## config.mk

```make
export PLATFORM = sky130hd
export DESIGN_NAME = npu_instr_decoder_flat
export DESIGN_NICKNAME = d
export VERILOG_FILES = /design/src/rtl/npu_dec_pkg.sv /design/src/rtl/npu_instr_decoder_if.sv /design/src/rtl/npu_dec_field_split.sv /design/src/rtl/npu_instr_decoder.sv /design/src/flat_wrapper.sv
export SDC_FILE = /design/constraint.sdc
export NUM_CORES = 1
export LEC_CHECK = 0
export ABC_AREA = 1
export CAP_MARGIN = 20
export CORE_MARGIN = 4
export CORE_UTILIZATION = 40
export CTS_BUF_LIST = sky130_fd_sc_hd__clkbuf_16
export CTS_CLUSTER_SIZE = 12
export DETAILED_ROUTE_END_ITERATION = 16
export MAX_ROUTING_LAYER = met4
export PLACE_DENSITY = 0.81
export SYNTH_ARGS = -nofsm -noshare
export SYNTH_HDL_FRONTEND = slang
export SYNTH_SLANG_ARGS = --single-unit
```

## constraint.sdc

```tcl
create_clock -name clk -period 1.6 [get_ports clk]
set_input_delay 0.32 -clock clk [delete_from_list [all_inputs] [get_ports clk]]
set_output_delay 0.32 -clock clk [all_outputs]
set_load 0.02 [all_outputs]
```

## src/rtl/npu_dec_pkg.sv

```systemverilog
// rtl/npu_dec_pkg.sv - shared types and constants for the NPU instruction decoder
//
// Purpose: opcode and FSM state enums, default parameter values, the position
// of the burst beat-count field inside func, and the instruction width helper.
// Ports: none (package).
// Optional feature macro: NPU_DEC_BURST_EN (consumed by the decoder files).

package npu_dec_pkg;

  localparam int DEF_TAG_W     = 4;
  localparam int DEF_TAG_VALUE = 1;
  localparam int DEF_OPC_W     = 6;
  localparam int DEF_FUNC_W    = 10;
  localparam int DEF_ADDR_W    = 22;
  localparam int DEF_RESIZE_W  = 11;
  localparam int DEF_ERR_CNT_W = 16;

  // Burst length lives in func[7:0]; beats = value + 1.
  localparam int BURST_CNT_LSB = 0;
  localparam int BURST_CNT_W   = 8;

  typedef enum logic [DEF_OPC_W-1:0] {
    OPC_MEM   = 6'd0,
    OPC_IMG   = 6'd1,
    OPC_BURST = 6'd2
  } opcode_e;

  typedef enum logic [0:0] {
    ST_IDLE  = 1'b0,
    ST_BURST = 1'b1
  } dec_state_e;

  function automatic int instr_width(input int tag_w, input int opc_w,
                                     input int func_w, input int addr_w);
    return tag_w + opc_w + func_w + 2 * addr_w;
  endfunction

endpackage

```

## src/rtl/npu_instr_decoder_if.sv

```systemverilog
// rtl/npu_instr_decoder_if.sv - instruction-in / micro-op-out bundle of the decoder
//
// Purpose: groups the fetch-side instruction handshake, the execution-side
// micro-op handshake and the illegal-instruction status.
// Signals: in_valid/in_ready/in_instr (fetch), out_valid/out_ready/out_* (micro-op),
//          illegal/illegal_count (status).
// Modports: slave = decoder, master = surrounding pipeline.
// Optional feature macro: NPU_DEC_BURST_EN (no effect on this bundle).

interface npu_instr_decoder_if
  import npu_dec_pkg::*;
#(
  parameter int TAG_W     = DEF_TAG_W,
  parameter int OPC_W     = DEF_OPC_W,
  parameter int FUNC_W    = DEF_FUNC_W,
  parameter int ADDR_W    = DEF_ADDR_W,
  parameter int RESIZE_W  = DEF_RESIZE_W,
  parameter int ERR_CNT_W = DEF_ERR_CNT_W
) ();

  localparam int INSTR_W = instr_width(TAG_W, OPC_W, FUNC_W, ADDR_W);

  logic                 in_valid;
  logic                 in_ready;
  logic [INSTR_W-1:0]   in_instr;

  logic                 out_valid;
  logic                 out_ready;
  logic [OPC_W-1:0]     out_opcode;
  logic [FUNC_W-1:0]    out_func;
  logic [ADDR_W-1:0]    out_addr_a;
  logic [ADDR_W-1:0]    out_addr_b;
  logic [ADDR_W-1:0]    out_img_reg;
  logic [RESIZE_W-1:0]  out_resize_1;
  logic [RESIZE_W-1:0]  out_resize_2;
  logic                 out_last;

  logic                 illegal;
  logic [ERR_CNT_W-1:0] illegal_count;

  modport slave (
    input  in_valid, in_instr, out_ready,
    output in_ready, out_valid, out_opcode, out_func, out_addr_a, out_addr_b,
           out_img_reg, out_resize_1, out_resize_2, out_last, illegal, illegal_count
  );

  modport master (
    output in_valid, in_instr, out_ready,
    input  in_ready, out_valid, out_opcode, out_func, out_addr_a, out_addr_b,
           out_img_reg, out_resize_1, out_resize_2, out_last, illegal, illegal_count
  );

endinterface

```

## src/rtl/npu_dec_field_split.sv

```systemverilog
// rtl/npu_dec_field_split.sv - combinational tag/opcode check and field extraction
//
// Purpose: slices an instruction word (tag, opcode, func, field A, field B, MSB
// first), splits field B into the two resize fields and flags legal words.
// Ports: instr (in) -> opcode, func, field_a, field_b, resize_1, resize_2, legal (out).
// Optional feature macro: NPU_DEC_BURST_EN (opcode 2 legal only when defined).

module npu_dec_field_split
  import npu_dec_pkg::*;
#(
  parameter int TAG_W     = DEF_TAG_W,
  parameter int TAG_VALUE = DEF_TAG_VALUE,
  parameter int OPC_W     = DEF_OPC_W,
  parameter int FUNC_W    = DEF_FUNC_W,
  parameter int ADDR_W    = DEF_ADDR_W,
  parameter int RESIZE_W  = DEF_RESIZE_W,
  parameter int INSTR_W   = instr_width(TAG_W, OPC_W, FUNC_W, ADDR_W)
) (
  input  logic [INSTR_W-1:0]  instr,
  output logic [OPC_W-1:0]    opcode,
  output logic [FUNC_W-1:0]   func,
  output logic [ADDR_W-1:0]   field_a,
  output logic [ADDR_W-1:0]   field_b,
  output logic [RESIZE_W-1:0] resize_1,
  output logic [RESIZE_W-1:0] resize_2,
  output logic                legal
);

  logic [TAG_W-1:0] tag;
  logic             tag_ok;

  assign {tag, opcode, func, field_a, field_b} = instr;

  assign resize_1 = field_b[ADDR_W-1 -: RESIZE_W];
  assign resize_2 = field_b[RESIZE_W-1:0];

  assign tag_ok = (tag == TAG_W'(TAG_VALUE));

  always_comb begin
    legal = 1'b0;
    if (opcode == OPC_W'(OPC_MEM) || opcode == OPC_W'(OPC_IMG)) begin
      legal = tag_ok;
    end
`ifdef NPU_DEC_BURST_EN
    if (opcode == OPC_W'(OPC_BURST)) begin
      legal = tag_ok;
    end
`endif
  end

endmodule

```

## src/rtl/npu_instr_decoder.sv

```systemverilog
// rtl/npu_instr_decoder.sv - handshaked NPU instruction decoder with burst expansion
//
// Purpose: accepts tagged instruction words, presents one registered micro-op
// per cycle, expands BURST into address-incrementing MEM beats and counts
// rejected words with a saturating counter.
// Ports: clk, rst_n (async, active-low), bus (npu_instr_decoder_if.slave).
// Optional feature macro: NPU_DEC_BURST_EN (BURST opcode and BURST state).

module npu_instr_decoder
  import npu_dec_pkg::*;
#(
  parameter int TAG_W     = DEF_TAG_W,
  parameter int TAG_VALUE = DEF_TAG_VALUE,
  parameter int OPC_W     = DEF_OPC_W,
  parameter int FUNC_W    = DEF_FUNC_W,
  parameter int ADDR_W    = DEF_ADDR_W,
  parameter int RESIZE_W  = DEF_RESIZE_W,
  parameter int ERR_CNT_W = DEF_ERR_CNT_W
) (
  input logic                clk,
  input logic                rst_n,
  npu_instr_decoder_if.slave bus
);

  logic [OPC_W-1:0]    f_opcode;
  logic [FUNC_W-1:0]   f_func;
  logic [ADDR_W-1:0]   f_a, f_b;
  logic [RESIZE_W-1:0] f_r1, f_r2;
  logic                f_legal;

  npu_dec_field_split #(
    .TAG_W(TAG_W), .TAG_VALUE(TAG_VALUE), .OPC_W(OPC_W), .FUNC_W(FUNC_W),
    .ADDR_W(ADDR_W), .RESIZE_W(RESIZE_W)
  ) u_split (
    .instr(bus.in_instr), .opcode(f_opcode), .func(f_func), .field_a(f_a),
    .field_b(f_b), .resize_1(f_r1), .resize_2(f_r2), .legal(f_legal)
  );

  dec_state_e           state_q, state_d;
  logic                 valid_q, valid_d;
  logic [OPC_W-1:0]     opcode_q, opcode_d;
  logic [FUNC_W-1:0]    func_q, func_d;
  logic [ADDR_W-1:0]    addr_a_q, addr_a_d, addr_b_q, addr_b_d, img_q, img_d;
  logic [RESIZE_W-1:0]  r1_q, r1_d, r2_q, r2_d;
  logic                 last_q, last_d;
  logic                 illegal_q, illegal_d;
  logic [ERR_CNT_W-1:0] cnt_q, cnt_d;

`ifdef NPU_DEC_BURST_EN
  // Address pair and beat budget for the next beat still to be loaded.
  logic [ADDR_W-1:0]      burst_a_q, burst_a_d, burst_b_q, burst_b_d;
  logic [FUNC_W-1:0]      burst_func_q, burst_func_d;
  logic [BURST_CNT_W-1:0] burst_rem_q, burst_rem_d;
`endif

  logic load_en;
  logic in_ready;
  logic accept;

  // The output register may take a new value whenever it is empty or draining.
  assign load_en  = !valid_q || bus.out_ready;
  assign in_ready = (state_q == ST_IDLE) && load_en;
  assign accept   = bus.in_valid && in_ready;

  always_comb begin
    state_d   = state_q;
    valid_d   = valid_q;
    opcode_d  = opcode_q;
    func_d    = func_q;
    addr_a_d  = addr_a_q;
    addr_b_d  = addr_b_q;
    img_d     = img_q;
    r1_d      = r1_q;
    r2_d      = r2_q;
    last_d    = last_q;
    illegal_d = 1'b0;
    cnt_d     = cnt_q;
`ifdef NPU_DEC_BURST_EN
    burst_a_d    = burst_a_q;
    burst_b_d    = burst_b_q;
    burst_func_d = burst_func_q;
    burst_rem_d  = burst_rem_q;
`endif

    if (load_en) begin
      // Unused fields are zeroed on every load so they never carry stale data.
      valid_d  = 1'b0;
      opcode_d = '0;
      func_d   = '0;
      addr_a_d = '0;
      addr_b_d = '0;
      img_d    = '0;
      r1_d     = '0;
      r2_d     = '0;
      last_d   = 1'b0;

      if (state_q == ST_IDLE) begin
        if (accept) begin
          if (f_legal) begin
            valid_d  = 1'b1;
            opcode_d = f_opcode;
            func_d   = f_func;
            last_d   = 1'b1;
            if (f_opcode == OPC_W'(OPC_IMG)) begin
              img_d = f_a;
              r1_d  = f_r1;
              r2_d  = f_r2;
            end else begin
              addr_a_d = f_a;
              addr_b_d = f_b;
            end
`ifdef NPU_DEC_BURST_EN
            if (f_opcode == OPC_W'(OPC_BURST)) begin
              // First beat goes out now; the count field is exactly the
              // number of beats left after it.
              opcode_d     = OPC_W'(OPC_MEM);
              burst_func_d = f_func;
              burst_a_d    = f_a + ADDR_W'(1);
              burst_b_d    = f_b + ADDR_W'(1);
              burst_rem_d  = f_func[BURST_CNT_LSB +: BURST_CNT_W];
              if (f_func[BURST_CNT_LSB +: BURST_CNT_W] != '0) begin
                last_d  = 1'b0;
                state_d = ST_BURST;
              end
            end
`endif
          end else begin
            illegal_d = 1'b1;
            if (cnt_q != {ERR_CNT_W{1'b1}}) begin
              cnt_d = cnt_q + ERR_CNT_W'(1);
            end
          end
        end
      end
`ifdef NPU_DEC_BURST_EN
      else begin
        valid_d     = 1'b1;
        opcode_d    = OPC_W'(OPC_MEM);
        func_d      = burst_func_q;
        addr_a_d    = burst_a_q;
        addr_b_d    = burst_b_q;
        last_d      = (burst_rem_q == BURST_CNT_W'(1));
        burst_a_d   = burst_a_q + ADDR_W'(1);
        burst_b_d   = burst_b_q + ADDR_W'(1);
        burst_rem_d = burst_rem_q - BURST_CNT_W'(1);
        if (burst_rem_q == BURST_CNT_W'(1)) begin
          state_d = ST_IDLE;
        end
      end
`endif
    end
  end

  always_ff @(posedge clk or negedge rst_n) begin
    if (!rst_n) begin
      state_q   <= ST_IDLE;
      valid_q   <= 1'b0;
      opcode_q  <= '0;
      func_q    <= '0;
      addr_a_q  <= '0;
      addr_b_q  <= '0;
      img_q     <= '0;
      r1_q      <= '0;
      r2_q      <= '0;
      last_q    <= 1'b0;
      illegal_q <= 1'b0;
      cnt_q     <= '0;
    end else begin
      state_q   <= state_d;
      valid_q   <= valid_d;
      opcode_q  <= opcode_d;
      func_q    <= func_d;
      addr_a_q  <= addr_a_d;
      addr_b_q  <= addr_b_d;
      img_q     <= img_d;
      r1_q      <= r1_d;
      r2_q      <= r2_d;
      last_q    <= last_d;
      illegal_q <= illegal_d;
      cnt_q     <= cnt_d;
    end
  end

`ifdef NPU_DEC_BURST_EN
  always_ff @(posedge clk or negedge rst_n) begin
    if (!rst_n) begin
      burst_a_q    <= '0;
      burst_b_q    <= '0;
      burst_func_q <= '0;
      burst_rem_q  <= '0;
    end else begin
      burst_a_q    <= burst_a_d;
      burst_b_q    <= burst_b_d;
      burst_func_q <= burst_func_d;
      burst_rem_q  <= burst_rem_d;
    end
  end
`endif

  assign bus.in_ready      = in_ready;
  assign bus.out_valid     = valid_q;
  assign bus.out_opcode    = opcode_q;
  assign bus.out_func      = func_q;
  assign bus.out_addr_a    = addr_a_q;
  assign bus.out_addr_b    = addr_b_q;
  assign bus.out_img_reg   = img_q;
  assign bus.out_resize_1  = r1_q;
  assign bus.out_resize_2  = r2_q;
  assign bus.out_last      = last_q;
  assign bus.illegal       = illegal_q;
  assign bus.illegal_count = cnt_q;

endmodule

```

## src/flat_wrapper.sv

```systemverilog
// flat-port wrapper written by rule: the top's interface ports become plain ports
module npu_instr_decoder_flat import npu_dec_pkg::*;
#(
  parameter int TAG_W     = DEF_TAG_W,
  parameter int TAG_VALUE = DEF_TAG_VALUE,
  parameter int OPC_W     = DEF_OPC_W,
  parameter int FUNC_W    = DEF_FUNC_W,
  parameter int ADDR_W    = DEF_ADDR_W,
  parameter int RESIZE_W  = DEF_RESIZE_W,
  parameter int ERR_CNT_W = DEF_ERR_CNT_W
)
  (clk, rst_n, bus_in_valid, bus_in_instr, bus_out_ready, bus_in_ready, bus_out_valid, bus_out_opcode, bus_out_func, bus_out_addr_a, bus_out_addr_b, bus_out_img_reg, bus_out_resize_1, bus_out_resize_2, bus_out_last, bus_illegal, bus_illegal_count);
  npu_instr_decoder_if #(.TAG_W(TAG_W), .OPC_W(OPC_W), .FUNC_W(FUNC_W), .ADDR_W(ADDR_W), .RESIZE_W(RESIZE_W), .ERR_CNT_W(ERR_CNT_W)) bus_i ();
  input logic clk;
  input logic rst_n;
  input wire logic [$bits(bus_i.in_valid)-1:0] bus_in_valid;
  input wire logic [$bits(bus_i.in_instr)-1:0] bus_in_instr;
  input wire logic [$bits(bus_i.out_ready)-1:0] bus_out_ready;
  output wire logic [$bits(bus_i.in_ready)-1:0] bus_in_ready;
  output wire logic [$bits(bus_i.out_valid)-1:0] bus_out_valid;
  output wire logic [$bits(bus_i.out_opcode)-1:0] bus_out_opcode;
  output wire logic [$bits(bus_i.out_func)-1:0] bus_out_func;
  output wire logic [$bits(bus_i.out_addr_a)-1:0] bus_out_addr_a;
  output wire logic [$bits(bus_i.out_addr_b)-1:0] bus_out_addr_b;
  output wire logic [$bits(bus_i.out_img_reg)-1:0] bus_out_img_reg;
  output wire logic [$bits(bus_i.out_resize_1)-1:0] bus_out_resize_1;
  output wire logic [$bits(bus_i.out_resize_2)-1:0] bus_out_resize_2;
  output wire logic [$bits(bus_i.out_last)-1:0] bus_out_last;
  output wire logic [$bits(bus_i.illegal)-1:0] bus_illegal;
  output wire logic [$bits(bus_i.illegal_count)-1:0] bus_illegal_count;
  assign bus_i.in_valid = bus_in_valid;
  assign bus_i.in_instr = bus_in_instr;
  assign bus_i.out_ready = bus_out_ready;
  assign bus_in_ready = bus_i.in_ready;
  assign bus_out_valid = bus_i.out_valid;
  assign bus_out_opcode = bus_i.out_opcode;
  assign bus_out_func = bus_i.out_func;
  assign bus_out_addr_a = bus_i.out_addr_a;
  assign bus_out_addr_b = bus_i.out_addr_b;
  assign bus_out_img_reg = bus_i.out_img_reg;
  assign bus_out_resize_1 = bus_i.out_resize_1;
  assign bus_out_resize_2 = bus_i.out_resize_2;
  assign bus_out_last = bus_i.out_last;
  assign bus_illegal = bus_i.illegal;
  assign bus_illegal_count = bus_i.illegal_count;
  npu_instr_decoder #(.TAG_W(TAG_W), .TAG_VALUE(TAG_VALUE), .OPC_W(OPC_W), .FUNC_W(FUNC_W), .ADDR_W(ADDR_W), .RESIZE_W(RESIZE_W), .ERR_CNT_W(ERR_CNT_W)) u_core (.clk(clk), .rst_n(rst_n), .bus(bus_i));
endmodule
```

==> key figures <==
Run status
  – Status: completed

Route
  – ANT nets after route: 0
  – Via-per-instance ratio: 5.08
  – Routed wire length: around 16,000 um
  – Vias: around 5,000
  – Iter 0 DRT Violations: 481
  – Avg WL per Cell: between 15 and 20 um
  – DRC Markers: 0
  – Initial DRT Pass Iterations: 5

Timing
  – Final Critical Period: around 1.6 ns
  – Relative slew slack: 0.686
  – Setup_tns: 0 ns
  – Slew Viols, Final: 0
  – Fmax: ~0.64 GHz
  – Setup violators final: 0
  – Fin Hold WS: around 0.27 ns
  – Worst Tran Pin Value: 0.471 ns
  – Tcrit/Tclk final: 0.971
  – Final Hold Viols: 0
  – Clock Skew: 0.0159 ns
  – RSZ-0062 raised after global routing: false

Logic synthesis
  – Avg Cell Area, Syn: around 8.6 sq um
  – Count of cell types in the netlist: 23
  – Seq/Total Area, Yosys: 0.568
  – Synth Area in XOR/XNOR: 0.0130
  – Main flop type after synthesis: dfrtp_1
  – Synthesis Warnings: 0
  – Synth top area share: 0.568
  – Synth Area in Adders: 0.00233
  – Post-Syn Nets: a little under 700
  – Cells after Synth: roughly 620
  – Synth area leaders: dfrtp_1 57%, nand2_1 12%, nand3_1 11%
  – Largest family of logic cells by synthesized area: simple AND/OR/NAND/NOR gates
  – Mux contribution to synthesized area: 0
  – Most common cell in the synthesized netlist: nand2_1
  – Synth top cells by count: 174 x nand2_1, 122 x dfrtp_1, 118 x nand3_1
  – Complex-gate fraction of the synthesized area: 0.0847
  – Simple-Gate Fraction of Synth Area: 0.279
  – Cell taking the most area after synthesis: dfrtp_1
  – Post-synth EDFFs: 0
  – Cell area after synthesis: ~0.0054 sq mm
  – Post-synthesis sequential element count: around 120
  – Asr flop ratio synth: 1.00

Global routing
  – Total congestion overflow: 0
  – First-pass GRT wire length: about 25,000 um
  – Vias in the first global route: around 5,100
  – GRT Total Usage: 0.215
  – Initial antenna violation count: 0
  – Largest net degree at the start of global routing: 100

Setup path
  – CP Capture Type: primary output
  – Critical Path Source Type: register
  – CP max FO: 4
  – Max incr delay on CP: between 0.3 and 0.4 ns
  – Top delay family on crit path: buffers and inverters
  – WS Path Type: reg -> out
  – Worst EP required: ~1.3 ns
  – Slowest CP cell: dfrtp_1
  – Worst endpoint data arrival time: roughly 1.2 ns
  – CP bufs+invs: 2
  – Worst-path cell chain: buf_4, clkdlybuf4s15_1

Finish
  – Util after Layout: 0.615
  – Layout Nets: between 800 and 900
  – Synth-to-Final Area Change: 51.0%
  – Diodes inserted: 0
  – Share of layout cells above drive strength 1: 0.104
  – Post-Layout Cell Count: around 1,000

Clocking
  – Clock buffer depth: 2
  – Total CTS buffers: 17
  – CTS tree: yes
  – Clock root buffer: clkbuf_16
  – Postcts setup bufs: 0
  – CTS sink count: roughly 120
  – Clk Latency, worst-skew pair: 0.42 ns
  – Htree depth: 4
  – Reg clk slew, reported paths: 0.06 ns

Power
  – Sw Share: 0.242
  – Max VDD drop: 883 uV
  – P_int: 0.00594 W
  – Power Dens Cells: 967 mW/mm^2
  – Combinational share of power: 0.095
  – Total power: slightly below 0.008 W
  – Seq pwr share: 0.412
  – NetSw: roughly 0.0019 W
  – Clock share of power: 0.493
  – Leak: between 4 and 5 nW

Floorplan
  – FP Rows: between 40 and 50
  – Initial Utilization: 0.408
  – Die ar.: approximately 0.015 sq mm
  – Core area: about 0.013 sq mm
  – DIE HEIGHT: ~120 um
  – I/O pins: between 150 and 200
  – Die Width: about 120 um

Place
  – Dpl cells: 976
  – DP HPWL: between 10,000 and 15,000 um
  – PortBufs: between 150 and 200
  – GP Congestion: around 0.77

Job
  – Max Cap Viol: 0

Hold path
  – Worst Hold Class: in -> async
[cells in the final DEF (no fill, tap or decap), types with 2 or more instances in the layout]
cell type        instances
inv_2                    4
clkinv_1                 2
clkinvlp_4               4
dfrtp_1                119
clkdlybuf4s50_1         66
dfrtp_2                  2
o21ai_1                 90
nor2_4                   3
bufinv_16                3
clkdlybuf4s15_1          7
buf_12                   9
dlygate4sd2_1          115
nand4_1                  6
nand2_1                173
nand2_2                  6
nand3_1                118
nand2_4                  2
xnor2_1                  4
clkbuf_16               17
xor2_1                   4
clkinv_2                 3
inv_6                    4
inv_1                   17
nor2_2                   3
buf_4                   21
nor2_1                  23
[metrics by stage]
stage               setup slack, ns  instance area (sq um)
floorplan                    0.0147                   5380
global placement             -0.248                   7650
detailed placement           -0.262                   7650
CTS                         0.00374                   8100
global route                0.00738                   8110
finish                       0.0470                   8110
[layer usage]
layer	share of wire	global-route usage	vias to the layer above
li1	-	-	2461
met1	0.42	0.273	2428
met2	0.49	0.331	210
met3	0.070	0.0540	31
met4	0.022	0.0890	0
met5	0	-	-
[kinds of logic (layout without fill, tap and decap cells)]
logic type / after synthesis / after routing
simple gates: 336 / 336
flops: 122 / 122
compound gates: 91 / 91
buf+inv: 65 / 275
xor+xnor: 8 / 8
fa+ha+maj: 1 / 1
[worst paths after layout]
| path | start | to | slack (ns) | cells past startpoint |
|---|---|---|---|---|
| max | u_core.bus.illegal_count[1] | bus_illegal_count[1] | 0.05 | 2 |
| min | rst_n | u_core.bus.out_addr_a[3] | 0.27 | 2 |
| max reg2reg | u_core.bus.illegal_count[0] | u_core.bus.illegal_count[15] | 0.12 | 10 |
| min reg2reg | u_core.bus.out_opcode[4] | u_core.bus.out_opcode[4] | 0.49 | 2 |
| max in group asynchronous | rst_n | u_core.bus.out_img_reg[9] | 0.69 | 3 |
| min in group clk | bus_in_instr[51] | u_core.bus.out_func[7] | 0.45 | 3 |
[timing repair]
action / in CTS / in global routing
gates resized for setup: 130 / 10
hold endpoints to repair: 46 / 0
setup endpoints to repair: 124 / 21
hold buffers: 1 / 0
[power groups by stage]
| stage | logic (W) | clock network [W] | registers [W] |
|---|---|---|---|
| after CTS | 0.000751 | 0.00393 | 0.00322 |
| final | 0.000746 | 0.00387 | 0.00323 |
| after global routing | 0.000818 | 0.00410 | 0.00324 |
| after global placement | 0.000779 | 0 | 0.00328 |
| after detailed placement | 0.000781 | 0 | 0.00328 |
| after floorplan | 0.000236 | 0 | 0.00335 |
[cell type report]
type                    count  area (sq um)
flip-flops and latches    122          3060
repair buffers            221          2100
fillers                  1155          5080
inverters                  22          85.1
clock buffers              17           425
well taps                 176           220
multi-input cells         436          2060
clock inverters            15           171
Note: power is estimated with default switching activity, not from simulation.
